`src/rtl/multi_countdown_pkg.sv`:
```
// Shared types and helpers for the multi_countdown channel bank.
// Provides the per-channel state encoding, the BCD width and a binary-to-BCD helper.
// Purely declarative: no logic or timing of its own.
package multi_countdown_pkg;

    typedef enum logic [1:0] {
        IDLE = 2'd0,
        RUN  = 2'd1,
        HOLD = 2'd2,
        DONE = 2'd3
    } ch_state_e;

    localparam int BCD_DIGITS = 3;
    localparam int BCD_W      = BCD_DIGITS * 4;

    // Double-dabble conversion to three BCD digits (hundreds, tens, units).
    // Anything that cannot be shown on three digits saturates to 999.
    function automatic logic [BCD_W-1:0] bin_to_bcd(input logic [31:0] bin);
        logic [9:0]       b;
        logic [BCD_W-1:0] bcd;
        if (bin >= 32'd1000) begin
            return 12'h999;
        end
        b   = bin[9:0];
        bcd = '0;
        for (int i = 9; i >= 0; i--) begin
            for (int d = 0; d < BCD_DIGITS; d++) begin
                if (bcd[d*4 +: 4] >= 4'd5) begin
                    bcd[d*4 +: 4] = bcd[d*4 +: 4] + 4'd3;
                end
            end
            bcd = {bcd[BCD_W-2:0], b[i]};
        end
        return bcd;
    endfunction

endpackage

```
`src/rtl/multi_countdown_if.sv`:
```
// Load request bus into the countdown bank: channel select, start value, valid/ready.
// Latency: none, wires only.
// Backpressure: the slave lowers load_ready; the master must hold its request until accepted.
interface multi_countdown_if #(
    parameter int CH_BITS    = 2,
    parameter int COUNT_BITS = 8
) ();
    logic                  load_valid;
    logic                  load_ready;
    logic [CH_BITS-1:0]    load_ch;
    logic [COUNT_BITS-1:0] load_value;

    modport master (output load_valid, output load_ch, output load_value, input load_ready);
    modport slave  (input load_valid, input load_ch, input load_value, output load_ready);
endinterface

```
`src/rtl/multi_countdown_channel.sv`:
```
// One countdown channel: IDLE/RUN/HOLD/DONE FSM, down-counter, reload register, timeout pulse flop.
// Latency: a load or tick at one edge is visible on count/running/expired/timeout_pulse right after it.
// Backpressure: none; a load request is always applied and overrides a same-cycle tick.
// Ports: clk/rst, tick/enable/pause controls, load strobe + load_value in; count, running,
//        expired, timeout_pulse out.
module multi_countdown_channel
    import multi_countdown_pkg::*;
#(
    parameter int COUNT_BITS  = 8,
    parameter bit AUTO_RELOAD = 1'b0
) (
    input  logic                  clk,
    input  logic                  rst,
    input  logic                  tick,
    input  logic                  enable,
    input  logic                  pause,
    input  logic                  load,
    input  logic [COUNT_BITS-1:0] load_value,
    output logic                  running,
    output logic                  expired,
    output logic                  timeout_pulse,
    output logic [COUNT_BITS-1:0] count
);

    ch_state_e             state_q, state_d;
    logic [COUNT_BITS-1:0] count_q, count_d;
    logic [COUNT_BITS-1:0] reload_q, reload_d;
    logic                  pulse_q, pulse_d;

    always_comb begin
        state_d  = state_q;
        count_d  = count_q;
        reload_d = reload_q;
        pulse_d  = 1'b0;
        if (load) begin
            count_d  = load_value;
            reload_d = load_value;
            // A zero start value counts as an immediate expiry.
            if (load_value == '0) begin
                state_d = DONE;
                pulse_d = 1'b1;
            end else begin
                state_d = RUN;
            end
        end else begin
            case (state_q)
                RUN: begin
                    if (pause) begin
                        state_d = HOLD;
                    end else if (enable && tick) begin
                        if (count_q == COUNT_BITS'(1)) begin
                            pulse_d = 1'b1;
                            if (AUTO_RELOAD && (reload_q != '0)) begin
                                count_d = reload_q;
                            end else begin
                                count_d = '0;
                                state_d = DONE;
                            end
                        end else if (count_q != '0) begin
                            count_d = count_q - COUNT_BITS'(1);
                        end
                    end
                end
                HOLD: begin
                    if (!pause) begin
                        state_d = RUN;
                    end
                end
                default: begin
                end
            endcase
        end
    end

    always_ff @(posedge clk or posedge rst) begin
        if (rst) begin
            state_q  <= IDLE;
            count_q  <= '0;
            reload_q <= '0;
            pulse_q  <= 1'b0;
        end else begin
            state_q  <= state_d;
            count_q  <= count_d;
            reload_q <= reload_d;
            pulse_q  <= pulse_d;
        end
    end

    assign running       = (state_q == RUN);
    assign expired       = (state_q == DONE);
    assign timeout_pulse = pulse_q;
    assign count         = count_q;

endmodule

```
`src/rtl/multi_countdown.sv`:
```
// N-channel down-counter bank (phase timers): load decode, load handshake, optional BCD output registers.
// Latency: load/tick effects 1 clk after the edge; count_bcd 1 further clk (MULTI_COUNTDOWN_BCD_EN).
// Backpressure: load_ready drops for one cycle after each accept, so loads sustain one per 2 cycles.
// Ports: clk, rst (async, active high), tick, enable, ld (load bus, slave), pause[NUM_CH];
//        running, expired, timeout_pulse [NUM_CH], count [NUM_CH*COUNT_BITS], count_bcd [NUM_CH*12].
// Build option: define MULTI_COUNTDOWN_BCD_EN for BCD counts; otherwise count_bcd is tied to zero.
module multi_countdown
    import multi_countdown_pkg::*;
#(
    parameter int                NUM_CH      = 4,
    parameter int                COUNT_BITS  = 8,
    parameter int                CH_BITS     = 2,
    parameter logic [NUM_CH-1:0] AUTO_RELOAD = '0
) (
    input  logic                         clk,
    input  logic                         rst,
    input  logic                         tick,
    input  logic                         enable,
    multi_countdown_if.slave             ld,
    input  logic [NUM_CH-1:0]            pause,
    output logic [NUM_CH-1:0]            running,
    output logic [NUM_CH-1:0]            expired,
    output logic [NUM_CH-1:0]            timeout_pulse,
    output logic [NUM_CH*COUNT_BITS-1:0] count,
    output logic [NUM_CH*BCD_W-1:0]      count_bcd
);

    logic load_ready_q, load_ready_d;
    logic load_accept;

    assign load_accept = ld.load_valid & load_ready_q;

    always_comb begin
        load_ready_d = ~load_accept;
    end

    always_ff @(posedge clk or posedge rst) begin
        if (rst) begin
            load_ready_q <= 1'b1;
        end else begin
            load_ready_q <= load_ready_d;
        end
    end

    assign ld.load_ready = load_ready_q;

    // A channel number with no matching channel is still accepted; no channel sees the load.
    for (genvar i = 0; i < NUM_CH; i++) begin : g_ch
        logic ch_load;
        assign ch_load = load_accept && (ld.load_ch == CH_BITS'(i));

        multi_countdown_channel #(
            .COUNT_BITS  (COUNT_BITS),
            .AUTO_RELOAD (AUTO_RELOAD[i])
        ) u_ch (
            .clk           (clk),
            .rst           (rst),
            .tick          (tick),
            .enable        (enable),
            .pause         (pause[i]),
            .load          (ch_load),
            .load_value    (ld.load_value),
            .running       (running[i]),
            .expired       (expired[i]),
            .timeout_pulse (timeout_pulse[i]),
            .count         (count[i*COUNT_BITS +: COUNT_BITS])
        );
    end

`ifdef MULTI_COUNTDOWN_BCD_EN
    logic [NUM_CH*BCD_W-1:0] bcd_q, bcd_d;

    always_comb begin
        bcd_d = '0;
        for (int i = 0; i < NUM_CH; i++) begin
            bcd_d[i*BCD_W +: BCD_W] = bin_to_bcd(32'(count[i*COUNT_BITS +: COUNT_BITS]));
        end
    end

    always_ff @(posedge clk or posedge rst) begin
        if (rst) begin
            bcd_q <= '0;
        end else begin
            bcd_q <= bcd_d;
        end
    end

    assign count_bcd = bcd_q;
`else
    assign count_bcd = '0;
`endif

endmodule

```
`src/flat_wrapper.sv`:
```
// flat-port wrapper written by rule: the top's interface ports become plain ports
module multi_countdown_flat import multi_countdown_pkg::*;
#(
    parameter int                NUM_CH      = 4,
    parameter int                COUNT_BITS  = 8,
    parameter int                CH_BITS     = 2,
    parameter logic [NUM_CH-1:0] AUTO_RELOAD = '0
)
  (clk, rst, tick, enable, pause, running, expired, timeout_pulse, count, count_bcd, ld_load_valid, ld_load_ch, ld_load_value, ld_load_ready);
  multi_countdown_if #(.CH_BITS(CH_BITS), .COUNT_BITS(COUNT_BITS)) ld_i ();
  input  logic clk;
  input  logic rst;
  input  logic tick;
  input  logic enable;
  input  logic [NUM_CH-1:0] pause;
  output logic [NUM_CH-1:0] running;
  output logic [NUM_CH-1:0] expired;
  output logic [NUM_CH-1:0] timeout_pulse;
  output logic [NUM_CH*COUNT_BITS-1:0] count;
  output logic [NUM_CH*BCD_W-1:0] count_bcd;
  input wire logic [$bits(ld_i.load_valid)-1:0] ld_load_valid;
  input wire logic [$bits(ld_i.load_ch)-1:0] ld_load_ch;
  input wire logic [$bits(ld_i.load_value)-1:0] ld_load_value;
  output wire logic [$bits(ld_i.load_ready)-1:0] ld_load_ready;
  assign ld_i.load_valid = ld_load_valid;
  assign ld_i.load_ch = ld_load_ch;
  assign ld_i.load_value = ld_load_value;
  assign ld_load_ready = ld_i.load_ready;
  multi_countdown #(.NUM_CH(NUM_CH), .COUNT_BITS(COUNT_BITS), .CH_BITS(CH_BITS), .AUTO_RELOAD(AUTO_RELOAD)) u_core (.clk(clk), .rst(rst), .tick(tick), .enable(enable), .ld(ld_i), .pause(pause), .running(running), .expired(expired), .timeout_pulse(timeout_pulse), .count(count), .count_bcd(count_bcd));
endmodule
```
`config.mk`:
```
export PLATFORM = sky130hd
export DESIGN_NAME = multi_countdown_flat
export DESIGN_NICKNAME = d
export VERILOG_FILES = /design/src/rtl/multi_countdown_pkg.sv /design/src/rtl/multi_countdown_if.sv /design/src/rtl/multi_countdown_channel.sv /design/src/rtl/multi_countdown.sv /design/src/flat_wrapper.sv
export SDC_FILE = /design/constraint.sdc
export NUM_CORES = 1
export LEC_CHECK = 0
export CAP_MARGIN = 20
export CORE_UTILIZATION = 40
export DETAILED_ROUTE_END_ITERATION = 10
export PLACE_DENSITY = 0.7
export SLEW_MARGIN = 15
export SYNTH_ARGS = -nofsm -noshare
export SYNTH_HDL_FRONTEND = slang
export SYNTH_HIERARCHICAL = 1
export SYNTH_SLANG_ARGS = --single-unit
```
`constraint.sdc`:
```
create_clock -name clk -period 2.45 [get_ports clk]
set_input_delay 0.49 -clock clk [delete_from_list [all_inputs] [get_ports clk]]
set_output_delay 0.49 -clock clk [all_outputs]
set_load 0.02 [all_outputs]
```
# Word-level counts from Yosys, hierarchy flattened
# Cells that the tools add are included.
dict set report classes {
  n_addsub 4
  n_eq_ne 35
  n_mux 70
  n_bitwise 2
  reduce_logical 35
}
# op n
set ops {}
lappend ops {{$mux 8} 24}
lappend ops {{$mux 2} 21}
lappend ops {{$eq 8x1->1 const B} 4}
lappend ops {{$ne 4x2->1 const B} 8}
lappend ops {{$reduce_and 4->1} 8}
lappend ops {{$reduce_bool 8->1} 4}
lappend ops {{$sub 8x1->8 const B} 4}
lappend ops {{$reduce_bool 3->1} 8}
lappend ops {{$mux 1} 21}
lappend ops {{$eq 2x2->1 const B} 10}
lappend ops {{$pmux 2 s2} 4}
lappend ops {{$reduce_bool 2->1} 8}
lappend ops {{$ne 3x2->1 const B} 4}
lappend ops {{$eq 2x1->1 const B} 5}
lappend ops {{$logic_not 8->1} 1}
lappend ops {{$ne 2x1->1 const B} 4}
lappend ops {{$logic_and 1x1->1} 5}
lappend ops {{$logic_not 2->1} 1}
lappend ops {{$and 1x1->1} 1}
lappend ops {{$not 1->1} 1}
dict set report totals {
  register_bits 45
  output_inout_bits 93
}

# Logic depth before layout (Yosys ltp)
# Gate-level depths: netlist of the first run.
dict set report logic_depth {
  ltp_word 7
  mapped_depth 7
  mapped_depth_nobuf 6
}

# By module
# The synthesis of the first run kept the hierarchy.
# module instances cells_per_inst area_per_inst_um2 seq_area_each_um2
set by_module_without_submodules {}
lappend by_module_without_submodules {{multi_countdown_channel at u_core.g_ch[0].u_ch ...} 3 93 789.5 275.3}
lappend by_module_without_submodules {{multi_countdown_channel at u_core.g_ch[3].u_ch} 1 90 823.3 275.3}
lappend by_module_without_submodules {multi_countdown 1 56 439.2 26.3}

# Worst setup path after synthesis of the first run
# Ideal clock, no wire load.
dict set report synth_timing {
  kind {register to register}
  start {reg u_core.g_ch[0].u_ch.count_q[1]}
  end {reg u_core.g_ch[0].u_ch.count_q[7]}
  arrival_ns 1.869
  t_required_ns 2.330
  slack_ns 0.461
  stages_incl_launch_ff 8
  n_path_buf 1
  synth_period_minus_slack_ns 1.989
  path_cell_list {dfrtp_1 -> inv_1 -> ha_1 -> nor4_1 -> and3_1 -> clkbuf_2 -> or4b_1 -> a31o_1}
}
dict set report synth_via {
  elab_chain_len 7
}
# element line_no
set synth_lines {}
lappend synth_lines {{start: declaration} multi_countdown_channel.sv:26} ;# logic [COUNT_BITS-1:0] count_q, count_d;
lappend synth_lines {{start signal: assignment} multi_countdown_channel.sv:83} ;# count_q <= count_d;
lappend synth_lines {{$sub 8x1->8} multi_countdown_channel.sv:60} ;# count_d = count_q - COUNT_BITS'(1);
lappend synth_lines {{$mux 8} multi_countdown_channel.sv:59} ;# end else if (count_q != '0) begin
lappend synth_lines {{$mux 8} multi_countdown_channel.sv:51} ;# if (count_q == COUNT_BITS'(1)) begin
lappend synth_lines {{$mux 8} multi_countdown_channel.sv:50} ;# end else if (enable && tick) begin
lappend synth_lines {{$mux 8} multi_countdown_channel.sv:48} ;# if (pause) begin
lappend synth_lines {{$mux 8} multi_countdown_channel.sv:46} ;# case (state_q)
lappend synth_lines {{$mux 8} multi_countdown_channel.sv:35} ;# if (load) begin
# Parallel ways exist; a longest one is shown, timed or not. The select of a mux whose other input is x is not followed.
# A chain may end at the register's enable or synchronous reset.

# Final worst setup path of the first run
dict set report layout_timing {
  start {in enable}
  end {reg u_core.g_ch[1].u_ch.count_q[7]}
}
dict set report layout_via {
  elab_chain_len 3
}
# element line_no
set layout_lines {}
lappend layout_lines {{start: declaration} flat_wrapper.sv:14} ;# input logic enable;
lappend layout_lines {{$logic_and 1x1->1} multi_countdown_channel.sv:50}
lappend layout_lines {{$reduce_bool 2->1 (no source line)} -}
lappend layout_lines {{$reduce_and 4->1 (no source line)} -}
lappend layout_lines {{end signal: assignment} multi_countdown_channel.sv:83}
lappend layout_lines {{end: declaration} multi_countdown_channel.sv:26}
# No other way between the ends.

==> flow_metrics.env, run 1 <==
export IMPL_synth_area_leader_cell="dfrtp_1"
export IMPL_synth_edff_count=0
export IMPL_async_flop_share=1.000
export IMPL_status="finished clean"
export IMPL_fin_area_um2=4309
export IMPL_synth_area_um2=3631
export IMPL_path_max_fanout=8
export IMPL_first_iter_violations=199
export IMPL_fin_total_pwr_w=0.003249
export IMPL_synthTopCellsByCount="buf_4 (48), dfrtp_1 (44), nor2_1 (38)"
export IMPL_period_minus_slack_ns=2.140
export IMPL_core_um2=8763
export IMPL_routedWlPerCell_um=15.93
export IMPL_pwr_share_comb=0.485
export IMPL_start_kind="primary input"
export IMPL_cts_setup_buffers=0
export IMPL_floorplan_rows=34
export IMPL_drtPass1Iterations=4
export IMPL_rsz0062_at_grt="no"
export IMPL_place_area_um2=4227
export IMPL_synth_distinct_cells=60
export IMPL_cts_htree_levels=2
export IMPL_hold_path_class="register to register"
export IMPL_ant_nets=0
export IMPL_synth_ff_type="dfrtp_1"
export IMPL_worst_slew_pin_slew_ns=0.6206
export IMPL_synth_area_per_cell_um2=8.543
export IMPL_synth_seq_cells=45
export IMPL_cts_hold_buffers=0
export IMPL_gr_total_overflow=0
export IMPL_cap_violations=0
export IMPL_ys_warn_count=6
export IMPL_power_switching_w=0.001411
export IMPL_ys_seq_area_frac=0.3105
export IMPL_worstPathRequired_ns=2.64
export IMPL_switching_share=0.4342
export IMPL_tns_ns=0
export IMPL_cts_root_buf="clkbuf_8"
export IMPL_portBuffers=63
export IMPL_cts_tree="built"
export IMPL_cts_buffers=5
export IMPL_cts_buffer_depth=2
export IMPL_area_growth_syn_to_layout_pct=18.68
export IMPL_slew_viol_final=0
export IMPL_grt_pass1_wl_um=15660
export IMPL_cts_sinks=45
export IMPL_utilization=0.4917
export IMPL_drive_above_1_share=0.07317
export IMPL_worstSkewPairLatency_ns=0.29
export IMPL_vias=3409
export IMPL_irDropWorstVdd_mv=0.4341
export IMPL_yosys_top_cells_area="dfrtp_1 (30%), buf_4 (9.9%), ha_1 (4.1%), nor2_1 (3.9%), o21ai_0 (2.6%)"
export IMPL_antenna_cells=0
export IMPL_die_w_um=97.28
export IMPL_start_util=0.4143
export IMPL_skew_ns=0.002933
export IMPL_worstSetupPathType="primary input to register"
export IMPL_p_seq_frac=0.375
export IMPL_clk_pin_slew_ns=0.09
export IMPL_p_leak_nw=1.672
export IMPL_nets=522
export IMPL_synth_top_area_frac=0.3032
export IMPL_p_per_area_nw_per_um2=754.1
export IMPL_synth_most_common_cell="buf_4"
export IMPL_drt_wl_total_um=9559
export IMPL_period_share=0.8734
export IMPL_pwr_share_clk=0.140
export IMPL_die_area_um2=9462
export IMPL_netlist_instances=425
export IMPL_cts_resized=0
export IMPL_die_h_um=97.28
export IMPL_hold_viol_final=0
export IMPL_antenna_found_initial=0
export IMPL_slew_headroom=0.5831
export IMPL_grt_pass1_vias=3085
export IMPL_gp_congestion=0.9056
export IMPL_grt_max_degree=14
export IMPL_place_hpwl_um=6989
export IMPL_viasPerCell=5.682
export IMPL_drc=0
export IMPL_setup_viol=0
export IMPL_max_freq_ghz=0.4673
export IMPL_ios=112
export IMPL_cp_data_arrival_time_ns=2.33
export IMPL_p_int_w=0.001838
export IMPL_grt_usage=0.1985
export IMPL_cp_end_kind="register"
[cell usage in the layout (no fill, tap or decap), types with 8 or more instances in the layout]
| cell type | n |
|---|---|
| nand2_1 | 22 |
| nand4_1 | 10 |
| conb_1 | 48 |
| nor2_1 | 38 |
| nand4b_1 | 10 |
| o21ai_0 | 19 |
| dfrtp_1 | 44 |
| nor2b_1 | 9 |
| a31oi_1 | 10 |
| buf_4 | 11 |
| nor3_1 | 8 |
| o41ai_1 | 9 |
| nor4_1 | 14 |
| a41oi_1 | 9 |
| clkdlybuf4s50_1 | 63 |
| a21oi_1 | 15 |
| inv_1 | 20 |
| ha_1 | 12 |
| nand3_1 | 11 |
[routing by layer]
layer,GRT usage,wire length [um],vias to the layer above
li1,-,-,1627
met3,0.02950,608,2
met1,0.2866,4455,1644
met4,0.03620,32,0
met2,0.3180,4461,136
met5,0,0,-
[final timing paths]
check / from / endpoint / slack (ns) / cells past startpoint
worst max-delay path: enable / u_core/g_ch[1].u_ch/count[7] / 0.31 / 5
worst min-delay path: u_core/ld.load_ready / u_core/ld.load_ready / 0.48 / 1
worst max register to register: u_core/g_ch[2].u_ch/count[1] / u_core/g_ch[2].u_ch/count[7] / 0.43 / 6
worst min register to register: u_core/ld.load_ready / u_core/ld.load_ready / 0.48 / 1
max in group asynchronous: rst / u_core/g_ch[0].u_ch/count[0] / 1.47 / 2
min in group asynchronous: rst / u_core/ld.load_ready / 0.65 / 2
[per-stage QoR]
stage	setup WS, ns	cells	hold WS (ns)
after floorplan	0.4610	472	0.3424
after global placement	0.04525	592	0.4479
after detailed placement	-0.009377	592	0.4623
after CTS	0.3053	600	0.4812
after global routing	0.2092	600	0.5079
final	0.3102	600	0.4823
[sequential cells by signal, indices dropped and copies added (netlist names)]
register                        cells
u_core/g_ch.u_ch/count             32
u_core/g_ch.u_ch/state_q            8
u_core/g_ch.u_ch/timeout_pulse      4
u_core/ld.load_ready                1
[area by class of cell]
class                   count  area (um2)
clock inverters             2       10.01
well taps                 108       135.1
clock buffers               6       72.57
inverters                  20       75.07
flip-flops and latches     45        1127
multi-input cells         345        2176
fillers                   832        4454
repair buffers             74       713.2
[kinds of logic after synthesis]
| logic type | share of synthesized area |
|---|---|
| other cells | 0.001033 |
| buf+inv | 0.1389 |
| mux | 0.005514 |
| fa+ha+maj | 0.04135 |
| compound gates | 0.1995 |
| simple gates | 0.3032 |
| flops | 0.3105 |
[power by group through the flow]
stage                     sequential, W  combinational (W)  clock [W]
final                           0.00122            0.00158   0.000454
after global routing            0.00127            0.00171   0.000490
after CTS                       0.00122            0.00157   0.000465
after detailed placement        0.00123            0.00156          0
after global placement          0.00122            0.00154          0
after floorplan                 0.00134           0.000859          0
[worst max-delay path: stages]
cell and delay [ns]:
clkdlybuf4s50_1 0.66, nand4b_1 0.18, or2_1 0.25, or4b_1 0.52
a31o_1 0.23
Note: power is estimated with default switching activity, not from simulation.
==> run 2: changes to the inputs <==
SYNTH_HIERARCHICAL = not set   (was 1)
==> run 2 against run 1 <==
Effect of this change:
- total power grew 19%
- area after synthesis shrank 2.0%
- final cell count shrank 2.0%
- core utilization shrank 0.33 points
- flip-flop and latch count is the same
- first-iteration DRC count shrank 34%
- cell area shrank 1.6%
- non-clock buffer count grew 8
- clock-buffer cell count is the same
- sequential share of layout area grew 0.43 points
- die area shrank 2.0%
- clock skew grew 0.0083 ns
- critical path type is now register to output port
==> flow_metrics.env, run 2 <==
export IMPL_synth_area_leader_cell="dfrtp_1"
export IMPL_min_to="u_core.ld.load_ready"
export IMPL_antenna_cells=0
export IMPL_drc=0
export IMPL_viasPerCell=5.514
export IMPL_floorplan_rows=34
export IMPL_r2r_setup_slack_ns=0.40
export IMPL_worstPathRequired_ns=1.96
export IMPL_synth_distinct_cells=60
export IMPL_worstSetupPathType="register to output port"
export IMPL_routedWlPerCell_um=15.89
export IMPL_cts_htree_levels=2
export IMPL_period_share=0.8926
export IMPL_synthTopCellsByCount="buf_4 (61), dfrtp_1 (44), nor2_1 (33)"
export IMPL_reg2regPathDepth=6
export IMPL_skew_ns=0.01125
export IMPL_core_um2=8678
export IMPL_power_switching_w=0.001746
export IMPL_critPathMaxStageDelay_ns=0.65
export IMPL_cts_resized=0
export IMPL_cts_sinks=45
export IMPL_drive_above_1_share=0.08333
export IMPL_gp_congestion=0.8934
export IMPL_slew_headroom=0.5989
export IMPL_grt_pass1_vias=2889
export IMPL_p_per_area_nw_per_um2=911.6
export IMPL_p_seq_frac=0.343
export IMPL_synth_edff_count=0
export IMPL_rsz0062_at_grt="no"
export IMPL_fillers=862
export IMPL_path_buf_inv=2
export IMPL_tns_ns=0
export IMPL_nets=522
export IMPL_grt_pass1_wl_um=14670
export IMPL_die_h_um=96.30
export IMPL_cts_tree="built"
export IMPL_hold_start="u_core.ld.load_ready"
export IMPL_hold_viol_final=0
export IMPL_crit_path_cell_trace="inv_1, ha_1, clkdlybuf4s50_1"
export IMPL_irDropWorstVdd_mv=0.4235
export IMPL_drt_wl_total_um=9342
export IMPL_cts_buffers=5
export IMPL_largest_reg_flops=32
export IMPL_portBuffers=63
export IMPL_start_kind="register"
export IMPL_yosys_top_cells_area="dfrtp_1 (31%), buf_4 (13%), ha_1 (8.4%), a21oi_1 (3.8%), nor2_1 (3.5%)"
export IMPL_period_minus_slack_ns=2.187
export IMPL_p_int_w=0.002118
export IMPL_status="finished clean"
export IMPL_cpLargestDelayFamily="buffers and inverters"
export IMPL_slew_viol_final=0
export IMPL_ys_warn_count=0
export IMPL_grt_max_degree=46
export IMPL_fin_area_um2=4239
export IMPL_gr_total_overflow=0
export IMPL_cts_root_buf="clkbuf_8"
export IMPL_switching_share=0.4519
export IMPL_die_area_um2=9274
export IMPL_clk_pin_slew_ns=0.09
export IMPL_cts_buffer_depth=2
export IMPL_pwr_share_clk=0.120
export IMPL_area_growth_syn_to_layout_pct=19.17
export IMPL_cpMaxStageDelayCell="clkdlybuf4s50_1"
export IMPL_ys_seq_area_frac=0.3169
export IMPL_async_flop_share=1.000
export IMPL_final_cell_mix="clkdlybuf4s50_1 (63), conb_1 (48), dfrtp_1 (44)"
export IMPL_final_common_cell="clkdlybuf4s50_1"
export IMPL_max_freq_ghz=0.4573
export IMPL_worst_slew_pin_slew_ns=0.6016
export IMPL_place_area_um2=4156
export IMPL_vias=3242
export IMPL_reg2reg_to="u_core.g_ch[3].u_ch.count[2]"
export IMPL_synth_most_common_cell="buf_4"
export IMPL_holdPathStages=1
export IMPL_die_w_um=96.30
export IMPL_start_util=0.4099
export IMPL_synth_top_area_frac=0.3095
export IMPL_cp_data_arrival_time_ns=1.70
export IMPL_worstSkewPairLatency_ns=0.30
export IMPL_pwr_share_comb=0.537
export IMPL_synth_area_um2=3557
export IMPL_hold_path_class="register to register"
export IMPL_cp_end_kind="output port"
export IMPL_drtPass1Iterations=5
export IMPL_cts_setup_buffers=0
export IMPL_synth_ff_type="dfrtp_1"
export IMPL_p_leak_nw=1.815
export IMPL_utilization=0.4885
export IMPL_grt_usage=0.2098
export IMPL_antenna_found_initial=0
export IMPL_setup_viol=0
export IMPL_cts_hold_buffers=0
export IMPL_ios=112
export IMPL_ant_nets=0
export IMPL_netlist_instances=411
export IMPL_cap_violations=0
export IMPL_place_hpwl_um=6906
export IMPL_synth_seq_cells=45
export IMPL_path_max_fanout=4
export IMPL_synth_area_per_cell_um2=8.655
export IMPL_r2r_start="u_core.g_ch[3].u_ch.state_q[1]"
export IMPL_first_iter_violations=131
## run 2: cell types whose count changed after synthesis, sizes merged, moves of 5 or more
cell     change
clkbuf       -6
buf         +13
or3          -5
a21oi       +12
a2bb2oi      -6
o211ai       +5
or2          -7
or2b         -8
a41oi        -8
a32oi        +5
ha          +12
o41ai        -8
nor2         -5
nand4b       -7
## run 2: kinds of logic after synthesis
| group | share of synthesized area |
|---|---|
| AOI/OAI and AO/OA | 0.1885 |
| xor gates and xnor gates | 0.002463 |
| adders and majority gates | 0.08442 |
| buffers and inverters | 0.1586 |
| DFF | 0.3169 |
| muxes | 0.01794 |
| other | 0.001054 |
| and+or+nand+nor | 0.2300 |
## run 2: power groups by stage
stage,Sequential (W),Combinational (W),Clock [W]
global placement,0.00133,0.00200,0
floorplan,0.00144,0.00128,0
global route,0.00137,0.00229,0.000503
finish,0.00133,0.00208,0.000462
detailed placement,0.00134,0.00206,0
CTS,0.00132,0.00208,0.000474
## run 2: how the worst max path moves through the flow
stage                                   startpoint                            to  cells after the start
CTS                 u_core.g_ch[3].u_ch.state_q[1]                    running[3]                      3
finish              u_core.g_ch[3].u_ch.state_q[1]                    running[3]                      3
floorplan             u_core.g_ch[3].u_ch.count[0]  u_core.g_ch[3].u_ch.count[2]                      6
global route                                  tick  u_core.g_ch[0].u_ch.count[3]                      7
detailed placement                            tick  u_core.g_ch[3].u_ch.count[2]                      5
global placement                            enable  u_core.g_ch[3].u_ch.count[2]                      5
## run 2: per-stage QoR
step	power (W)	hold WS, ns	worst slack, ns	cells
2_1_floorplan	0.002725	0.5174	0.5231	458
3_3_place_gp	0.003329	0.5313	0.07848	580
3_5_place_dp	0.003399	0.5337	0.01336	580
4_1_cts	0.003873	0.5608	0.2904	588
5_1_grt	0.004159	0.5923	0.1031	588
6_report	0.003864	0.5585	0.2632	588
## run 2: final cells by class
class	count	area, um2	area share
tap	108	135.1	0.03188
inverter	21	78.83	0.01860
sequential	45	1127	0.2659
clock buffer	6	72.57	0.01712
timing repair buffer	82	773.2	0.1824
multi-input combinational	324	2042	0.4817
clock inverter	2	10.01	0.002361
## run 2: routing by layer
metal	global-route usage	wire length [um]
met1	0.2966	4220
met2	0.3251	4288
met3	0.03239	625
met4	0.07108	208
met5	0	0
==> run 3: changes to the inputs <==
CELL_PAD_IN_SITES_DETAIL_PLACEMENT = 1   (was not set)
CELL_PAD_IN_SITES_GLOBAL_PLACEMENT = 1   (was not set)
CORE_UTILIZATION = 35   (was 40)
PLACE_DENSITY = not set   (was 0.7)
PLACE_DENSITY_LB_ADDON = 0.1   (was not set)
==> run 3 against run 2 <==
Effect of this change:
- clock power is 53% higher
- register-to-register slack better by 0.05 ns
- global-route usage is 0.28 points lower
- cell area is 2.6% higher
- clock-buffer cell count is 1 lower
- clock skew is 0.0047 ns lower
- flip-flop and latch count stayed put
- core utilization is 4.6 points lower
- critical path depth stayed put
- via count hardly changed
- total power is 7.4% higher
- highest routed layer unchanged
==> flow_metrics.env, run 3 (synthesis gave the netlist of run 2 again) <==
export IMPL_die_h_um=102.8
export IMPL_path_max_fanout=5
export IMPL_status="finished clean"
export IMPL_cts_buffers=5
export IMPL_cp_data_arrival_time_ns=1.70
export IMPL_p_leak_nw=1.852
export IMPL_worstPathRequired_ns=1.96
export IMPL_start_kind="register"
export IMPL_worst_slew_pin_slew_ns=0.7100
export IMPL_slew_viol_final=0
export IMPL_irDropWorstVdd_mv=0.3923
export IMPL_slew_headroom=0.5223
export IMPL_area_growth_syn_to_layout_pct=22.27
export IMPL_drc=0
export IMPL_pwr_share_comb=0.510
export IMPL_vias=3239
export IMPL_grt_pass1_wl_um=16700
export IMPL_cts_sinks=45
export IMPL_drive_above_1_share=0.08921
export IMPL_cap_violations=0
export IMPL_hold_path_class="primary input to asynchronous set/reset pin"
export IMPL_skew_ns=0.006505
export IMPL_rsz0062_at_grt="no"
export IMPL_die_w_um=102.8
export IMPL_cts_setup_buffers=0
export IMPL_p_seq_frac=0.320
export IMPL_max_freq_ghz=0.4574
export IMPL_start_util=0.3623
export IMPL_place_hpwl_um=8024
export IMPL_tns_ns=0
export IMPL_routedWlPerCell_um=17.09
export IMPL_core_um2=9819
export IMPL_cts_resized=0
export IMPL_p_per_area_nw_per_um2=954.1
export IMPL_cts_buffer_depth=2
export IMPL_grt_max_degree=46
export IMPL_power_switching_w=0.001816
export IMPL_gr_total_overflow=0
export IMPL_p_int_w=0.002333
export IMPL_viasPerCell=5.267
export IMPL_antenna_found_initial=0
export IMPL_period_share=0.8924
export IMPL_cp_end_kind="output port"
export IMPL_first_iter_violations=76
export IMPL_worstSkewPairLatency_ns=0.31
export IMPL_utilization=0.4429
export IMPL_period_minus_slack_ns=2.186
export IMPL_pwr_share_clk=0.170
export IMPL_cts_tree="built"
export IMPL_worstSetupPathType="register to output port"
export IMPL_switching_share=0.4377
export IMPL_fillers=1220
export IMPL_ios=112
export IMPL_drtPass1Iterations=6
export IMPL_drt_wl_total_um=10510
export IMPL_floorplan_rows=36
export IMPL_nets=524
export IMPL_grt_usage=0.2070
export IMPL_cts_htree_levels=2
export IMPL_final_cell_mix="clkdlybuf4s50_1 (63), conb_1 (48), dfrtp_1 (44)"
export IMPL_gp_congestion=0.8621
export IMPL_hold_viol_final=0
export IMPL_ant_nets=0
export IMPL_setup_viol=0
export IMPL_portBuffers=63
export IMPL_antenna_cells=0
export IMPL_cts_hold_buffers=0
export IMPL_final_common_cell="clkdlybuf4s50_1"
export IMPL_die_area_um2=10570
export IMPL_grt_pass1_vias=3246
export IMPL_cts_root_buf="clkbuf_8"
export IMPL_clk_pin_slew_ns=0.10
export IMPL_largest_reg_flops=32
-- run 3: cell count changes in the layout (fill, tap and decap cells not counted) --
| cell | before | now |
|---|---|---|
| bufinv_16 | 0 | 2 |
| buf_12 | 0 | 1 |
| buf_4 | 19 | 20 |
| clkbuf_1 | 1 | 0 |
| clkinv_2 | 2 | 1 |
-- run 3: final timing paths --
kind / to / slack (ns) / depth (start not counted) / start
max in group asynchronous: u_core.ld.load_ready / 1.64 / 3 / rst
min in group clk: u_core.ld.load_ready / 0.57 / 1 / u_core.ld.load_ready
min reg2reg: u_core.ld.load_ready / 0.57 / 1 / u_core.ld.load_ready
max: running[2] / 0.26 / 3 / u_core.g_ch[2].u_ch.state_q[1]
min: u_core.g_ch[2].u_ch.timeout_pulse / 0.52 / 3 / rst
max reg2reg: u_core.g_ch[1].u_ch.count[2] / 0.45 / 8 / u_core.g_ch[1].u_ch.count[1]
-- run 3: final cells by class --
cell class                 instances  area [um2]  area share
sequential                        45        1127      0.2592
multi-input combinational        324        2042      0.4695
timing repair buffer              84       800.8      0.1841
clock buffer                       5       68.82     0.01582
inverter                          21       78.83     0.01812
tap                              133       166.4     0.03826
clock inverter                     3       65.06     0.01496
-- run 3: metrics by stage --
stage               cell area (um2)  instances  power [W]  worst slack (ns)  hold WS, ns
finish                         4349        615   0.004150            0.2637       0.5196
global route                   4349        615   0.004451            0.1875       0.5621
CTS                            4349        615   0.004183            0.2466       0.5345
detailed placement             4215        607   0.003468           0.04143       0.5396
global placement               4215        607   0.003395           0.06785       0.5329
floorplan                      3734        458   0.002725            0.5231       0.5174
-- run 3: power by group through the flow --
| stage | clock network [W] | logic (W) | registers, W |
|---|---|---|---|
| 2_1_floorplan | 0 | 0.00128 | 0.00144 |
| 3_3_place_gp | 0 | 0.00206 | 0.00134 |
| 3_5_place_dp | 0 | 0.00213 | 0.00134 |
| 4_1_cts | 0.000719 | 0.00214 | 0.00133 |
| 5_1_grt | 0.000741 | 0.00233 | 0.00137 |
| 6_report | 0.000707 | 0.00211 | 0.00133 |
-- run 3: worst max-delay path: stages, from the launching register on --
cell             delay, ns
dfrtp_1               0.44
inv_1                 0.08
ha_1                  0.23
clkdlybuf4s50_1       0.64
-- run 3: routing by layer --
metal  track usage  routed length (um)  vias up
met4       0.05309                 140        0
met3       0.02576                 439       11
li1              -                   -     1538
met1        0.2881                4920     1603
met2        0.3405                5010       87
met5             0                   0        -
